$ cat config.mk
export PLATFORM = sky130hd
export DESIGN_NAME = regfile_sequencer
export DESIGN_NICKNAME = d
export VERILOG_FILES = /design/src/rtl/regfile_sequencer.sv
export SDC_FILE = /design/constraint.sdc
export NUM_CORES = 1
export LEC_CHECK = 0
export BUFFER_PORTS_ARGS = -buffer_cell sky130_fd_sc_hd__clkbuf_2
export CORE_MARGIN = 2
export CORE_UTILIZATION = 50
export CTS_CLUSTER_SIZE = 16
export DETAILED_ROUTE_END_ITERATION = 7
export GPL_TIMING_DRIVEN = 0
export HOLD_SLACK_MARGIN = 0.05
export PLACE_DENSITY = 0.84
export SKIP_LAST_GASP = 1
export SYNTH_ARGS = -nofsm -noshare
export SYNTH_HDL_FRONTEND = slang
export SYNTH_SLANG_ARGS = --single-unit
export TNS_END_PERCENT = 50
$ cat constraint.sdc
create_clock -name CLKb -period 2.7 [get_ports CLKb]
set_input_delay 0.54 -clock CLKb [delete_from_list [all_inputs] [get_ports CLKb]]
set_output_delay 0.54 -clock CLKb [all_outputs]
set_load 0.01 [all_outputs]
$ cat src/rtl/regfile_sequencer.sv
// Micro-sequencer for a 4-entry register file: decodes 10-bit instruction beats
// into per-cycle read/write/ALU control strobes, all updated on the falling clock edge.
module regfile_sequencer (
    input  logic       CLKb,
    input  logic       RSTb,
    input  logic [9:0] INSTR,
    input  logic       IVALID,
    output logic       IREADY,
    output logic       ENW,
    output logic [1:0] WRA,
    output logic       ENR0,
    output logic [1:0] RDA0,
    output logic       ENR1,
    output logic [1:0] RDA1,
    output logic [1:0] ALU_OP,
    output logic       LD_A,
    output logic       LD_G,
    output logic [1:0] SEL_D,
    output logic [9:0] IMM,
    output logic       DONE,
    output logic       ERR
);

    localparam int unsigned IW  = 10;
    localparam int unsigned AW  = 2;
    localparam int unsigned OPW = 4;

    localparam logic [OPW-1:0] OP_LOAD = 4'b0000;
    localparam logic [OPW-1:0] OP_COPY = 4'b0001;
    localparam logic [OPW-1:0] OP_ADD  = 4'b0010;
    localparam logic [OPW-1:0] OP_SUB  = 4'b0011;
    localparam logic [OPW-1:0] OP_XOR  = 4'b0100;

    localparam logic [1:0] ALU_ADD = 2'b00;
    localparam logic [1:0] ALU_SUB = 2'b01;
    localparam logic [1:0] ALU_XOR = 2'b10;

    localparam logic [1:0] SEL_IMM = 2'b00;
    localparam logic [1:0] SEL_Q1  = 2'b01;
    localparam logic [1:0] SEL_G   = 2'b10;

    typedef enum logic [2:0] {
        S_IDLE,
        S_LDIMM,
        S_WIMM,
        S_COPY,
        S_OPRD,
        S_EXEC,
        S_WB,
        S_ERRS
    } state_t;

    state_t          r_state, w_state_nxt;
    logic [OPW-1:0]  r_op,    w_op_nxt;
    logic [AW-1:0]   r_rx,    w_rx_nxt;
    logic [AW-1:0]   r_ry,    w_ry_nxt;
    logic [IW-1:0]   r_imm,   w_imm_nxt;

    logic            r_iready, w_iready_nxt;
    logic            r_enw,    w_enw_nxt;
    logic [AW-1:0]   r_wra,    w_wra_nxt;
    logic            r_enr0,   w_enr0_nxt;
    logic [AW-1:0]   r_rda0,   w_rda0_nxt;
    logic            r_enr1,   w_enr1_nxt;
    logic [AW-1:0]   r_rda1,   w_rda1_nxt;
    logic [1:0]      r_alu_op, w_alu_op_nxt;
    logic            r_ld_a,   w_ld_a_nxt;
    logic            r_ld_g,   w_ld_g_nxt;
    logic [1:0]      r_sel_d,  w_sel_d_nxt;
    logic            r_done,   w_done_nxt;
    logic            r_err,    w_err_nxt;

    logic            w_xfer;

    assign w_xfer = IVALID & r_iready;

    // Next state and instruction-field capture.
    always_comb begin
        w_state_nxt = r_state;
        w_op_nxt    = r_op;
        w_rx_nxt    = r_rx;
        w_ry_nxt    = r_ry;
        w_imm_nxt   = r_imm;
        case (r_state)
            S_IDLE: begin
                if (w_xfer) begin
                    w_op_nxt = INSTR[9:6];
                    w_rx_nxt = INSTR[5:4];
                    w_ry_nxt = INSTR[3:2];
                    case (INSTR[9:6])
                        OP_LOAD:                 w_state_nxt = S_LDIMM;
                        OP_COPY:                 w_state_nxt = S_COPY;
                        OP_ADD, OP_SUB, OP_XOR:  w_state_nxt = S_OPRD;
                        default:                 w_state_nxt = S_ERRS;
                    endcase
                end
            end
            S_LDIMM: begin
                if (w_xfer) begin
                    w_imm_nxt   = INSTR;
                    w_state_nxt = S_WIMM;
                end
            end
            S_OPRD:  w_state_nxt = S_EXEC;
            S_EXEC:  w_state_nxt = S_WB;
            default: w_state_nxt = S_IDLE;
        endcase
    end

    // Moore output decode of the upcoming state, so the strobes leave flops.
    always_comb begin
        w_iready_nxt = 1'b0;
        w_enw_nxt    = 1'b0;
        w_wra_nxt    = '0;
        w_enr0_nxt   = 1'b0;
        w_rda0_nxt   = '0;
        w_enr1_nxt   = 1'b0;
        w_rda1_nxt   = '0;
        w_alu_op_nxt = '0;
        w_ld_a_nxt   = 1'b0;
        w_ld_g_nxt   = 1'b0;
        w_sel_d_nxt  = '0;
        w_done_nxt   = 1'b0;
        w_err_nxt    = 1'b0;
        case (w_state_nxt)
            S_IDLE, S_LDIMM: w_iready_nxt = 1'b1;
            S_WIMM: begin
                w_enw_nxt   = 1'b1;
                w_wra_nxt   = w_rx_nxt;
                w_sel_d_nxt = SEL_IMM;
                w_done_nxt  = 1'b1;
            end
            S_COPY: begin
                w_enr1_nxt  = 1'b1;
                w_rda1_nxt  = w_ry_nxt;
                w_enw_nxt   = 1'b1;
                w_wra_nxt   = w_rx_nxt;
                w_sel_d_nxt = SEL_Q1;
                w_done_nxt  = 1'b1;
            end
            S_OPRD: begin
                w_enr0_nxt = 1'b1;
                w_rda0_nxt = w_rx_nxt;
                w_ld_a_nxt = 1'b1;
            end
            S_EXEC: begin
                w_enr1_nxt = 1'b1;
                w_rda1_nxt = w_ry_nxt;
                w_ld_g_nxt = 1'b1;
                case (w_op_nxt)
                    OP_SUB:  w_alu_op_nxt = ALU_SUB;
                    OP_XOR:  w_alu_op_nxt = ALU_XOR;
                    default: w_alu_op_nxt = ALU_ADD;
                endcase
            end
            S_WB: begin
                w_enw_nxt   = 1'b1;
                w_wra_nxt   = w_rx_nxt;
                w_sel_d_nxt = SEL_G;
                w_done_nxt  = 1'b1;
            end
            S_ERRS:  w_err_nxt = 1'b1;
            default: w_iready_nxt = 1'b0;
        endcase
    end

    // Reset clears every strobe at once, abandoning any instruction in flight.
    always_ff @(negedge CLKb or negedge RSTb) begin
        if (!RSTb) begin
            r_state  <= S_IDLE;
            r_op     <= '0;
            r_rx     <= '0;
            r_ry     <= '0;
            r_imm    <= '0;
            r_iready <= 1'b1;
            r_enw    <= 1'b0;
            r_wra    <= '0;
            r_enr0   <= 1'b0;
            r_rda0   <= '0;
            r_enr1   <= 1'b0;
            r_rda1   <= '0;
            r_alu_op <= '0;
            r_ld_a   <= 1'b0;
            r_ld_g   <= 1'b0;
            r_sel_d  <= '0;
            r_done   <= 1'b0;
            r_err    <= 1'b0;
        end else begin
            r_state  <= w_state_nxt;
            r_op     <= w_op_nxt;
            r_rx     <= w_rx_nxt;
            r_ry     <= w_ry_nxt;
            r_imm    <= w_imm_nxt;
            r_iready <= w_iready_nxt;
            r_enw    <= w_enw_nxt;
            r_wra    <= w_wra_nxt;
            r_enr0   <= w_enr0_nxt;
            r_rda0   <= w_rda0_nxt;
            r_enr1   <= w_enr1_nxt;
            r_rda1   <= w_rda1_nxt;
            r_alu_op <= w_alu_op_nxt;
            r_ld_a   <= w_ld_a_nxt;
            r_ld_g   <= w_ld_g_nxt;
            r_sel_d  <= w_sel_d_nxt;
            r_done   <= w_done_nxt;
            r_err    <= w_err_nxt;
        end
    end

    assign IREADY = r_iready;
    assign ENW    = r_enw;
    assign WRA    = r_wra;
    assign ENR0   = r_enr0;
    assign RDA0   = r_rda0;
    assign ENR1   = r_enr1;
    assign RDA1   = r_rda1;
    assign ALU_OP = r_alu_op;
    assign LD_A   = r_ld_a;
    assign LD_G   = r_ld_g;
    assign SEL_D  = r_sel_d;
    assign IMM    = r_imm;
    assign DONE   = r_done;
    assign ERR    = r_err;

endmodule

==> metrics.md, run 1 <==
| Metric | Value |
|---|---|
| Comb power frac | `0.420` |
| Mapped Avg Cell Area | `13.3 µm²` |
| # DRC | `0` |
| Clk network pwr share | `0.136` |
| Critical path arrival | `2.35 ns` |
| Antenna violations before repair | `0` |
| Final-stage net count | `178` |
| Slowest cell on the critical path | `dfstp_2` |
| Worst VDD drop | `0.000590 V` |
| Area grow syn2layout | `24.5%` |
| CP Buf/Inv Count | `1` |
| CP Max Fanout | `2` |
| CTS tree | `done` |
| DP Worst Slack | `-0.322 ns` |
| Lkg Pwr | `0.970 nW` |
| DP Area | `0.00178 mm²` |
| Slew @ Worst Pin | `0.868 ns` |
| Site Rows | `19` |
| Pin count of the biggest net entering global routing | `38` |
| Overall routing resource usage | `0.194` |
| Die height | `59.0 µm` |
| Worst EP required | `2.16 ns` |
| Worst r2r dst | `IMM[2]` |
| Number of max-cap violations | `0` |
| Sw frac | `0.356` |
| CTS Sinks | `37` |
| Status | `finished with violations` |
| Startpoint types | `flip-flop` |
| Gpl congestion | `0.890` |
| Antenna-violating nets left | `0` |
| Drt wl/cell | `14.9 µm` |
| Syn_nets | `127` |
| Worst setup path category | `flip-flop to output pin` |
| Total negative slack | `-1.62 ns` |
| CTS max path bufs | `2` |
| Cells after Synth | `114` |
| Total gr overflow | `0` |
| Core area | `0.00281 mm²` |
| Worst hold path type | `flip-flop to flip-flop` |
| Post-Syn Area | `0.00151 mm²` |
| IO Port Bufs | `40` |
| Final hold vios | `0` |
| Crit. End Element | `output pin` |
| Ys flop type | `dfrtn_1` |
| Worst reg2reg path depth | `4` |
| Clock Skew | `0.0564 ns` |
| Die Area | `0.00348 mm²` |
| Hold depth | `1` |
| Die Wd | `59.0 µm` |
| Asr flop ratio synth | `1.00` |
| Flops & latches, synth | `37` |
| CP peak stage delay | `0.53 ns` |
| Diode count | `0` |
| Min-Delay Startpoint | `r_ry[1]` |
| Clock Latency Late Sink | `0.38 ns` |
| Hold Path Sink | `RDA1[1]` |
| Flop pwr share | `0.443` |
| Fin. max-slew vios | `0` |
| First-pass GRT wire length | `4840 µm` |
| Seq/Total Area, Yosys | `0.612` |
| Vias | `1091` |
| Top-level I/O count | `41` |
| Vias/cell | `5.54` |
| Clk slew on worst S/H paths | `0.07 ns` |
| CP cell instances | `buf_6` |
| Initial core utilization | `0.540` |
| Drt total wl | `2940 µm` |
| Fin worst setup slack | `-0.189 ns` |
| RSZ-0062 raised after global routing | `yes` |
| Net Switching | `0.733 mW` |
| YS warnings | `0` |
| Unique cell type count in the Yosys netlist | `37` |
| Vias in the first global route | `1005` |
| Post-layout util | `0.672` |
| R2R setup slack | `1.07 ns` |
| H-tree levels | `2` |
| Finished Layout Cells | `197` |
| Failing checks | `negative setup slack` |
| Root Driver | `clkbuf_4` |
| Post-Place Cells | `185` |
| Layout cell share with drive strength beyond 1 | `0.494` |
| Post-route cell area | `0.00188 mm²` |
| Max-slew headroom | `0.421` |
| DP HPWL | `2130 µm` |
| CTS Buf Count | `5` |
| Cell-internal power | `1.32 mW` |
| WP depth | `1` |
| Pre-antenna DRT Iters | `4` |
| Worst path top cell family by delay | `flip-flops` |
| 1st-iter DRT viols | `27` |
| Final setup fails | `28` |
| Post-synth EDFFs | `0` |
| Reg2Reg Launch Point | `IREADY` |
| Pwr Density | `1090 mW/mm²` |
==> timing repair <==
item,CTS,global route
resized for setup,0,18
hold buffers,0,0
gates cloned,0,0
hold endpoints to repair,0,0
setup buffers,3,1
setup endpoints to repair,28,28
==> cell usage in the layout, fill, tap and decap left out, types with 2 or more instances in the layout <==
| cell | count |
|---|---|
| inv_1 | 4 |
| nand2_1 | 5 |
| o21ai_0 | 4 |
| clkbuf_2 | 26 |
| nand3_1 | 2 |
| a21oi_1 | 2 |
| a21o_1 | 2 |
| buf_4 | 5 |
| mux2_2 | 13 |
| buf_6 | 4 |
| a32o_1 | 2 |
| buf_2 | 12 |
| nor2_1 | 6 |
| clkbuf_4 | 5 |
| and3_1 | 2 |
| mux2_4 | 3 |
| and2_1 | 2 |
| a211oi_1 | 2 |
| nor2_4 | 2 |
| dfrtn_1 | 36 |
| nand2b_1 | 2 |
==> synthesized netlist by cell type, types with 2 or more instances <==
| cell type | n | share of area |
|---|---|---|
| a211oi_1 | 2 | 0.0099 |
| a21o_1 | 2 | 0.0099 |
| a21oi_1 | 3 | 0.0099 |
| a32o_1 | 2 | 0.013 |
| and2_1 | 2 | 0.0083 |
| and3_1 | 2 | 0.0083 |
| buf_4 | 2 | 0.0099 |
| dfrtn_1 | 36 | 0.60 |
| inv_1 | 4 | 0.0099 |
| mux2_2 | 16 | 0.12 |
| nand2_1 | 6 | 0.015 |
| nand2b_1 | 2 | 0.0083 |
| nand3_1 | 2 | 0.0066 |
| nor2_1 | 6 | 0.015 |
| nor2_4 | 2 | 0.015 |
| o21ai_0 | 4 | 0.013 |
==> stage by stage <==
step                hold slack, ns  total power [mW]
finish                       0.446              2.06
global route                 0.471              2.21
CTS                          0.452              2.04
detailed placement           0.451              1.73
global placement             0.443              1.69
floorplan                    0.423              1.45
==> worst max path at each step <==
stage | start | endpoint
finish | IREADY | IREADY
global route | IREADY | IREADY
CTS | IREADY | IREADY
detailed placement | IVALID | IMM[2]
global placement | IVALID | IMM[3]
floorplan | IVALID | IMM[0]
==> registers in the layout, summed over array words and instances (netlist names), 2 cells and up <==
name / cells
r_rx: 2
RDA0: 2
r_ry: 2
IMM: 10
ALU_OP: 2
SEL_D: 2
WRA: 2
r_op: 4
RDA1: 2
r_state: 3
==> area by class of cell <==
cell class	instances	area [µm²]
plain buffers	3	23.8
clock buffers	5	37.5
clock inverters	4	21.3
fillers	218	921
inverters	3	11.3
multi-input cells	70	576
flip-flops and latches	37	927
well taps	31	38.8
repair buffers	44	249
==> routing by layer <==
| layer | share of wire | global-route usage | wire length [µm] | vias to the layer above |
|---|---|---|---|---|
| met1 | 0.41 | 0.242 | 1210 | 537 |
| met3 | 0.062 | 0.0677 | 182 | 6 |
| li1 | - | - | - | 511 |
| met5 | 0 | 0 | 0 | - |
| met4 | 0.015 | 0.0682 | 44 | 0 |
| met2 | 0.51 | 0.316 | 1510 | 37 |
==> cell families after synthesis <==
kind of cell	synth area share
compound gates	0.0884
buf+inv	0.0231
flops	0.612
mux	0.126
simple gates	0.150
==> power groups by stage <==
stage | clock (mW) | combinational (mW) | sequential (mW)
final | 0.281 | 0.864 | 0.912
after floorplan | 0.00463 | 0.472 | 0.977
after CTS | 0.291 | 0.837 | 0.911
after detailed placement | 0.00463 | 0.793 | 0.932
after global placement | 0.00463 | 0.769 | 0.914
after global routing | 0.325 | 0.941 | 0.939
Note: power is estimated with default switching activity, not from simulation.
==> inputs of run 2 (changes only) <==
--- a/config.mk
+++ b/config.mk
@@ -13,6 +13,7 @@
 export GPL_TIMING_DRIVEN = 0
 export HOLD_SLACK_MARGIN = 0.05
 export PLACE_DENSITY = 0.84
+export RECOVER_POWER = 50
 export SKIP_LAST_GASP = 1
 export SYNTH_ARGS = -nofsm -noshare
 export SYNTH_HDL_FRONTEND = slang
==> run 2 against run 1 <==
Effect of this change:
- the flow still finishes with violations (negative setup slack)
- count of clock-buffer cells in the layout did not move
- critical path depth stayed put
- flip-flop and latch count stayed put
- largest cell class unchanged
- die area unchanged
- clock skew about the same
- highest routed layer unchanged
- sequential power hardly changed
- power shrank 0.35%
==> metrics.md, run 2 (synthesized netlist as in run 1, its figures left out) <==
| Metric | Value |
|---|---|
| Status | `finished with violations` |
| Failing checks | `negative setup slack` |
| Sw frac | `0.357` |
| Pwr Density | `1090 mW/mm²` |
| Most frequent cells in the layout | `36 x dfrtn_1, 26 x clkbuf_2, 13 x mux2_2` |
| DP HPWL | `2130 µm` |
| DP Area | `0.00178 mm²` |
| Worst reg2reg path depth | `4` |
| Antenna-violating nets left | `0` |
| Core area | `0.00281 mm²` |
| Clk slew on worst S/H paths | `0.07 ns` |
| Max-slew headroom | `0.421` |
| Clock Latency Late Sink | `0.38 ns` |
| Total negative slack | `-1.64 ns` |
| Layout cell share with drive strength beyond 1 | `0.488` |
| Die Area | `0.00348 mm²` |
| Drt wl/cell | `14.8 µm` |
| Vias in the first global route | `1005` |
| Post-route cell area | `0.00188 mm²` |
| Crit. End Element | `output pin` |
| Drt total wl | `2920 µm` |
| Number of max-cap violations | `0` |
| Gpl congestion | `0.890` |
| # DRC | `0` |
| Critical path arrival | `2.35 ns` |
| Die height | `59.0 µm` |
| Cell-internal power | `1.32 mW` |
| CTS max path bufs | `2` |
| Worst Setup SP | `IREADY` |
| Slowest cell on the critical path | `dfstp_2` |
| Overall routing resource usage | `0.194` |
| CP Buf/Inv Count | `1` |
| Worst hold path type | `flip-flop to flip-flop` |
| Vias/cell | `5.51` |
| # hold bufs at CTS | `0` |
| Die Wd | `59.0 µm` |
| Worst VDD drop | `0.000589 V` |
| Comb power frac | `0.419` |
| Diode count | `0` |
| Finished Layout Cells | `197` |
| Final-stage net count | `178` |
| IO Port Bufs | `40` |
| Worst r2r dst | `IMM[2]` |
| DP Worst Slack | `-0.322 ns` |
| Vias | `1086` |
| Startpoint types | `flip-flop` |
| R2R setup slack | `1.07 ns` |
| CTS Sinks | `37` |
| CP cell instances | `buf_6` |
| Pre-antenna DRT Iters | `4` |
| Top-level I/O count | `41` |
| Total gr overflow | `0` |
| RSZ-0062 raised after global routing | `yes` |
| Most common cell after layout, fill and taps aside | `dfrtn_1` |
| Worst EP required | `2.16 ns` |
| Lkg Pwr | `0.969 nW` |
| Slew @ Worst Pin | `0.868 ns` |
| Area grow syn2layout | `24.3%` |
| Root Driver | `clkbuf_4` |
| Final hold vios | `0` |
| Post-layout util | `0.671` |
| Max FFs per register | `10` |
| Hold depth | `1` |
| Worst setup path category | `flip-flop to output pin` |
| WHS | `0.448 ns` |
| CP peak stage delay | `0.53 ns` |
| CTS Buf Count | `5` |
| Hold Path Sink | `RDA1[1]` |
| 1st-iter DRT viols | `27` |
| Clk network pwr share | `0.137` |
| Flop pwr share | `0.444` |
| Initial core utilization | `0.540` |
| Clock Skew | `0.0563 ns` |
| H-tree levels | `2` |
| Post-Place Cells | `185` |
| Pin count of the biggest net entering global routing | `38` |
| CP Max Fanout | `2` |
| Overall power | `2.05 mW` |
| CTS tree | `done` |
| Reg2Reg Launch Point | `IREADY` |
| Net Switching | `0.733 mW` |
| Fin. max-slew vios | `0` |
| First-pass GRT wire length | `4840 µm` |
| Site Rows | `19` |
| Final setup fails | `28` |
| Fin worst setup slack | `-0.189 ns` |
| Antenna violations before repair | `0` |
| Worst path top cell family by delay | `flip-flops` |
| Min-Delay Startpoint | `r_ry[1]` |
==> run 2: final cells by class <==
type | instances | area (µm²)
Multi-Input combinational cell | 70 | 573
Tap cell | 31 | 38.8
Sequential cell | 37 | 927
Clock buffer | 5 | 37.5
Fill cell | 218 | 923
Timing Repair Buffer | 44 | 249
Clock inverter | 4 | 21.3
Buffer | 3 | 23.8
Inverter | 3 | 11.3
==> run 2: layer usage <==
metal / global-route usage / vias up / routed length (µm)
li1: - / 511 / -
met1: 0.242 / 538 / 1230
met2: 0.316 / 31 / 1490
met3: 0.0677 / 6 / 159
met4: 0.0682 / 0 / 44
met5: 0 / - / 0
==> run 2: worst max path at each step <==
stage	endpoint	depth (start not counted)	slack [ns]
6_report	IREADY	1	-0.19
5_1_grt	IREADY	1	-0.23
4_1_cts	IREADY	1	-0.22
3_5_place_dp	IMM[2]	4	-0.32
3_3_place_gp	IMM[3]	4	-0.27
2_1_floorplan	IMM[0]	3	-0.02
==> run 2: timing repair <==
item	CTS	global route
endpoints found under the setup margin	28	28
buffers inserted	3	1
gates resized for setup	0	18
pin swaps	0	0
==> run 2: power by group through the flow <==
stage / logic (mW) / clock network [mW] / registers (mW)
final: 0.858 / 0.281 / 0.911
after global routing: 0.934 / 0.325 / 0.939
after CTS: 0.837 / 0.291 / 0.911
after detailed placement: 0.793 / 0.00463 / 0.932
after global placement: 0.769 / 0.00463 / 0.914
after floorplan: 0.472 / 0.00463 / 0.977
==> run 2: worst register-to-register path: cells and delay by family (launching register included) <==
family,cells,cell delay [ns]
buffers and inverters,1,0.13
multiplexers,1,0.38
flip-flops,1,0.53
AND/OR/NAND/NOR,2,0.40
